===== src/rtl/dev_bus_arbiter.sv =====
// Two-master round-robin arbiter and sequencer for the device bus window.
// Optional watchdog on stalled devices: define DEV_BUS_TIMEOUT_EN.
module dev_bus_arbiter #(
    parameter logic [25:0] DEV_BASE = 26'h00001FC,
    parameter int          TIMEOUT  = 16
) (
    input  logic        clk_I,
    input  logic        rst_n_I,
    input  logic        M0_Req_I,
    input  logic        M1_Req_I,
    input  logic        M0_We_I,
    input  logic        M1_We_I,
    input  logic [29:0] M0_Addr_I,
    input  logic [29:0] M1_Addr_I,
    input  logic [3:0]  M0_BE_I,
    input  logic [3:0]  M1_BE_I,
    input  logic [31:0] M0_WD_I,
    input  logic [31:0] M1_WD_I,
    output logic        M0_Gnt_O,
    output logic        M1_Gnt_O,
    output logic        M0_Ack_O,
    output logic        M1_Ack_O,
    output logic        Err_O,
    output logic [31:0] RD_O,
    output logic [3:0]  DEV_Sel_O,
    output logic [1:0]  DEV_Addr_O,
    output logic        DEV_We_O,
    output logic [3:0]  DEV_BE_O,
    output logic [31:0] DEV_WD_O,
    input  logic [31:0] DEV_RD_I,
    input  logic        DEV_Ready_I
);

    typedef enum logic [1:0] {S_IDLE, S_BUSY, S_DONE} state_t;

    state_t      r_state, w_next;
    logic        r_rr_last, r_owner, r_we, r_err;
    logic [1:0]  r_dev_idx, r_reg_idx;
    logic [3:0]  r_be;
    logic [31:0] r_wd, r_rd;

    logic        w_any, w_pick, w_hit, w_ready, w_tmo;
    logic [29:0] w_addr;

    assign w_any   = M0_Req_I | M1_Req_I;
    // Contention goes to whoever was not served last; otherwise the lone requester.
    assign w_pick  = (M0_Req_I & M1_Req_I) ? ~r_rr_last : M1_Req_I;
    assign w_addr  = w_pick ? M1_Addr_I : M0_Addr_I;
    assign w_hit   = (w_addr[29:4] == DEV_BASE);
    assign w_ready = (r_state == S_BUSY) && DEV_Ready_I;

`ifdef DEV_BUS_TIMEOUT_EN
    logic [4:0] r_tcnt;

    always_ff @(posedge clk_I or negedge rst_n_I) begin
        if (!rst_n_I)                r_tcnt <= '0;
        else if (r_state != S_BUSY)  r_tcnt <= '0;
        else if (!DEV_Ready_I)       r_tcnt <= r_tcnt + 5'd1;
    end

    // Ready in the final allowed cycle wins over the watchdog.
    assign w_tmo = (r_state == S_BUSY) && !DEV_Ready_I && (r_tcnt == 5'(TIMEOUT - 1));
`else
    assign w_tmo = 1'b0;
`endif

    always_ff @(posedge clk_I or negedge rst_n_I) begin
        if (!rst_n_I) r_state <= S_IDLE;
        else          r_state <= w_next;
    end

    always_comb begin
        w_next = r_state;
        case (r_state)
            S_IDLE:  if (w_any) w_next = w_hit ? S_BUSY : S_DONE;
            S_BUSY:  if (w_ready || w_tmo) w_next = S_DONE;
            S_DONE:  w_next = S_IDLE;
            default: w_next = S_IDLE;
        endcase
    end

    always_ff @(posedge clk_I or negedge rst_n_I) begin
        if (!rst_n_I) begin
            r_rr_last <= 1'b1;
            r_owner   <= 1'b0;
            r_we      <= 1'b0;
            r_err     <= 1'b0;
            r_dev_idx <= '0;
            r_reg_idx <= '0;
            r_be      <= '0;
            r_wd      <= '0;
            r_rd      <= '0;
        end else if (r_state == S_IDLE && w_any) begin
            r_rr_last <= w_pick;
            r_owner   <= w_pick;
            r_we      <= w_pick ? M1_We_I : M0_We_I;
            r_err     <= ~w_hit;
            r_dev_idx <= w_addr[3:2];
            r_reg_idx <= w_addr[1:0];
            r_be      <= w_pick ? M1_BE_I : M0_BE_I;
            r_wd      <= w_pick ? M1_WD_I : M0_WD_I;
            r_rd      <= '0;
        end else if (w_ready) begin
            r_err     <= 1'b0;
            r_rd      <= r_we ? 32'h0 : DEV_RD_I;
        end else if (w_tmo) begin
            r_err     <= 1'b1;
            r_rd      <= '0;
        end
    end

    always_comb begin
        M0_Gnt_O   = 1'b0;
        M1_Gnt_O   = 1'b0;
        M0_Ack_O   = 1'b0;
        M1_Ack_O   = 1'b0;
        Err_O      = 1'b0;
        RD_O       = '0;
        DEV_Sel_O  = '0;
        DEV_Addr_O = '0;
        DEV_We_O   = 1'b0;
        DEV_BE_O   = '0;
        DEV_WD_O   = '0;
        if (r_state != S_IDLE) begin
            M0_Gnt_O = ~r_owner;
            M1_Gnt_O = r_owner;
        end
        if (r_state == S_BUSY) begin
            DEV_Sel_O  = 4'b0001 << r_dev_idx;
            DEV_Addr_O = r_reg_idx;
            DEV_We_O   = r_we;
            DEV_BE_O   = r_be;
            DEV_WD_O   = r_wd;
        end
        if (r_state == S_DONE) begin
            M0_Ack_O = ~r_owner;
            M1_Ack_O = r_owner;
            Err_O    = r_err;
            RD_O     = r_rd;
        end
    end

endmodule


===== config.mk =====
export PLATFORM = sky130hd
export DESIGN_NAME = dev_bus_arbiter
export DESIGN_NICKNAME = d
export VERILOG_FILES = /design/src/rtl/dev_bus_arbiter.sv
export SDC_FILE = /design/constraint.sdc
export NUM_CORES = 1
export LEC_CHECK = 0
export BUFFER_PORTS_ARGS = -buffer_cell sky130_fd_sc_hd__buf_2
export CORE_MARGIN = 2
export CORE_UTILIZATION = 43
export CTS_BUF_LIST = sky130_fd_sc_hd__clkbuf_16
export CTS_CLUSTER_DIAMETER = 120
export DETAILED_ROUTE_END_ITERATION = 12
export PLACE_DENSITY = 0.82
export SKIP_LAST_GASP = 1
export SLEW_MARGIN = 20
export SYNTH_ARGS = -nofsm -noshare
export SYNTH_HDL_FRONTEND = slang
export SYNTH_SLANG_ARGS = --single-unit
export TNS_END_PERCENT = 5

===== constraint.sdc =====
create_clock -name clk_I -period 1.91 [get_ports clk_I]
set_input_delay 0.4775 -clock clk_I [delete_from_list [all_inputs] [get_ports clk_I]]
set_output_delay 0.4775 -clock clk_I [all_outputs]
set_load 0.01 [all_outputs]

Word-level counts from Yosys, hierarchy flattened --
Index checks and enable logic that the tools add are counted.
Storage, ports and cells: register bits after elaboration 78, input port bits 171, word-level logic and storage cells 52
Operators by class: equality and inequality tests 5, shifts and indexed selects 1, mux-type cells 25, bitwise gates (word level) 5, reduce and logical (&&, ||, !) cells 6
Operators by type and width (count):
- 2-to-1 mux 32 bit | 6
- 2-to-1 mux 30 bit | 1
- == test 26 x 9 -> 1 bit, second input constant | 1
- 2-to-1 mux 4 bit | 3
- 2-to-1 mux 1 bit | 10
- 2-to-1 mux 2 bit | 4
- inequality test 2 bit, second input constant | 2
- case mux 2 bit (2 select lines) | 1
- nonzero test 2 bit | 2
- left shift 1 x 2 -> 4 bit, first input constant | 1
- NOT 1 bit | 3
- == test 2 x 1 -> 1 bit, second input constant | 1
- == test 2 bit, second input constant | 1
- logical AND 1 bit | 2
- zero test 2 bit | 1
- AND reduction 2 bit | 1
- AND 1 bit | 1
- OR 1 bit | 1

Longest topological paths before layout --
word-level depth 7, gate-level depth with buffers 6, gate-level depth less buffers 4

Worst setup path before layout --
OpenSTA, ideal clock, no wires.
path kind input-to-reg, start point in M0_Addr_I[13], end point reg r_state[1], setup time 0.137 ns, arrival time 1.765 ns, path slack 0.008 ns, stages 4, buffers on the path 0, cell sequence or4_1 or4_1 o22ai_2 a21oi_1
Between the ends: cells in the longest elaborated chain, start to end 5
Ends and longest elaborated chain:
- from (decl) | RTL line 13 | input logic [29:0] M0_Addr_I,
- 2-to-1 mux 30 bit | RTL line 48 | assign w_addr = w_pick ? M1_Addr_I : M0_Addr_I;
- == test 26 x 9 -> 1 bit | RTL line 49 | assign w_hit = (w_addr[29:4] == DEV_BASE);
- 2-to-1 mux 2 bit (2 in series) | RTL line 75 | S_IDLE: if (w_any) w_next = w_hit ? S_BUSY : S_DONE;
- case mux 2 bit (2 select lines) | RTL line 74 | case (r_state)
- to (signal assigned) | RTL line 69 | else r_state <= w_next;
- to (decl) | RTL line 36 | state_t r_state, w_next;
Every way passes these cells. The select of a mux whose other input is x is not followed. A chain may end at the register's enable or synchronous reset.

Final worst setup path --
start point reg r_state[1], end point out DEV_WD_O[0]
Between the ends: cells in the longest elaborated chain, start to end 2
Ends and longest elaborated chain:
- == test 2 x 1 -> 1 bit | RTL line 128 | if (r_state == S_BUSY) begin
- 2-to-1 mux 32 bit | RTL line 128
- to (decl) | RTL line 29 | output logic [31:0] DEV_WD_O,
Every way passes these cells.

==> results.ini <==
[yosys]
synth.most_common_cell=dfrtp_1
synth_seq_cells=78
syn_area_um2=4040
syn_area_per_cell_um2=9.57
synth_top_cells_by_count=77 x dfrtp_1, 74 x and2_1, 64 x nand2_1
yosys_warnings=0
synth_edf_count=0
syn_nets=593
ys_types=31
async_flop_share_pct=100
synthFlopType=dfrtp_1
synth-seq-area-share_pct=48.4
syn_inst=422
synth_area_leaders=dfrtp_1 48%, and2_1 11%, mux2i_1 10%
synth_top_area_cell=dfrtp_1
synth_top_area_share_pct=47.7

[timing]
timing_hold_violations_final=0
slew_violations=0
fin_crit_ps=2010
fin_ws_ps=-98.5
holdWs_ps=136
max_slew.worst_pin.slew_ps=616
min_period_over_period_pct=105
rsz0062_at_grt=yes
worst_clock_skew_ps=10.1
max_clock_freq_ghz=0.498
relSlewSlack_pct=58.9
setup_violations=42

[worst_setup_path]
cp-end-kind=output pin
cpPeakStageDelay_ps=430
path_max_fanout=21
required_ps=1430
start_kind=flop
arrival_ps=1530
critPathSlowestCell=dfrtp_2
critPathKind=reg -> out
path_cells=and2b_4, clkbuf_16, and2_1, buf_2

[cts]
cts-root-buf=clkbuf_16
cts_tree=yes
cts-buffers-inserted=9
clock_path_buffers=2
cts_sinks=78
path_clk_slew_ps=60
postCtsHoldBufs=0
cts-htree-levels=3
worstSkewPairLatency_ps=330

[final_layout]
utilization_pct=64.0
drive_gt1_share_pct=42.6
multiInputGateArea_um2=1990
fillers=774
syn_to_final_growth_pct=45.7
regArea_um2=1960
diodes=0
final_nets=839
final_cell_area_um2=5880
instances_no_fill=784

[route]
dr.first_iter.drc_count=73
avgRoutedWirePerCell_um=15.2
ant_nets=0
route.detailed.drc=0
wirelength_um=11900
num_vias=3957
vias_per_cell=5.05
firstDrtPassIters=4

[power]
finalPower_w=0.00467
peakVddDrop_v=0.000488
power_density_nw_per_um2=794
leakage_nw=3.12

[placed_design]
globalplace.congestion=0.791
placed_cell_area_um2=5490
io_buffers=250
dp.cells=765
place.detailed.hpwl_um=8610

[global_routing]
grt_max_degree=83
grt_pass1_vias=3921
grt_pass1_wl_um=18100
antenna_found_initial=0
grtUsageTotal_pct=22.3
gr-total-overflow=0

[worst_hold_path]
holdCritPathClass=in -> async

[die]
die_x_um=101
num_io_pins=251
core_um2=9200
dieHeight_um=101
die_area_um2=10200
num_rows=35
start_util_pct=43.9

[outcome]
violations=setup timing
status=finished with violations

[run]
max_cap_violations=0

## power breakdown
group	switching [W]	internal, W	total (W)
logic	0.000401	0.000383	0.000783
registers	0.000123	0.00186	0.00198
clock network	0.000644	0.00126	0.00190
## layout by cell type, fill, tap and decap left out, types with 2 or more instances in the layout
cell	synthesis	final
a21oi_1	22	22
a22o_1	14	14
and2_1	74	74
buf_12	0	5
buf_2	8	249
buf_4	0	9
bufinv_16	0	3
clkbuf_16	0	11
clkinv_1	0	2
dfrtp_1	77	75
dfrtp_2	0	2
inv_1	1	3
mux2i_1	41	41
nand2_1	64	64
nand2b_1	2	2
nand3b_1	19	19
nand4b_1	3	3
nor2_1	5	5
nor2b_1	3	2
nor3_1	3	2
nor4_1	6	6
o21ai_0	41	41
or4_1	4	4
## logic make-up after synthesis
group | after synthesis | synth area share [%]
mux | 41 | 10.2
buf+inv | 31 | 3.13
flops | 78 | 48.4
compound gates | 83 | 12.2
simple gates | 189 | 26.1
## layer usage
| metal | global-route usage [%] | up-vias | share of wire, % |
|---|---|---|---|
| met4 | 6.13 | 0 | 1.1 |
| met5 | 0 | - | 0 |
| met1 | 27.0 | 1830 | 42 |
| met3 | 6.31 | 16 | 7.5 |
| met2 | 38.9 | 164 | 50 |
| li1 | - | 1947 | - |
## cell type report
cell class                 count  share of cell area [%]
clock buffer                   9                    3.83
timing repair buffer         265                    24.9
inverter                       1                  0.0638
clock inverter                 7                    1.79
tap                          111                    2.36
sequential                    78                    33.2
multi-input combinational    313                    33.8
## critical path: cells and delay by family, from the launching register on
kind | cells | cell delay [ps]
simple gates | 2 | 460
flops | 1 | 430
buf+inv | 2 | 320
## stage by stage
stage | TNS (ps) | worst slack (ps)
4_1_cts | -2440 | -79.5
3_3_place_gp | -445 | -179
5_1_grt | -7570 | -159
6_report | -2690 | -98.5
2_1_floorplan | 0 | 8.02
3_5_place_dp | -535 | -209
## state kept, by name, indices dropped and copies added, names as in the netlist
| signal | cells |
|---|---|
| r_rr_last | 1 |
| r_wd | 32 |
| r_err | 1 |
| r_owner | 1 |
| r_be | 4 |
| r_state | 2 |
| r_reg_idx | 2 |
| r_dev_idx | 2 |
| r_rd | 32 |
| r_we | 1 |
## path summary, 6_finish.rpt
path	start	end	slack (ps)	cells after the start
max	r_state[1]	DEV_WD_O[0]	-100	4
min	rst_n_I	r_rd[26]	140	1
max reg2reg	r_state[1]	r_rd[31]	250	6
min reg2reg	r_wd[29]	r_wd[29]	470	2
max in group asynchronous	rst_n_I	r_rd[10]	1200	2
min in group clk_I	DEV_RD_I[16]	r_rd[16]	380	2
## what timing repair did
| action | 4_1_cts | 5_1_grt |
|---|---|---|
| gates cloned | 0 | 2 |
| gates resized for setup | 1 | 3 |
| setup endpoints to repair | 61 | 77 |
| buffers inserted | 0 | 1 |
Note: power is estimated with default switching activity, not from simulation.
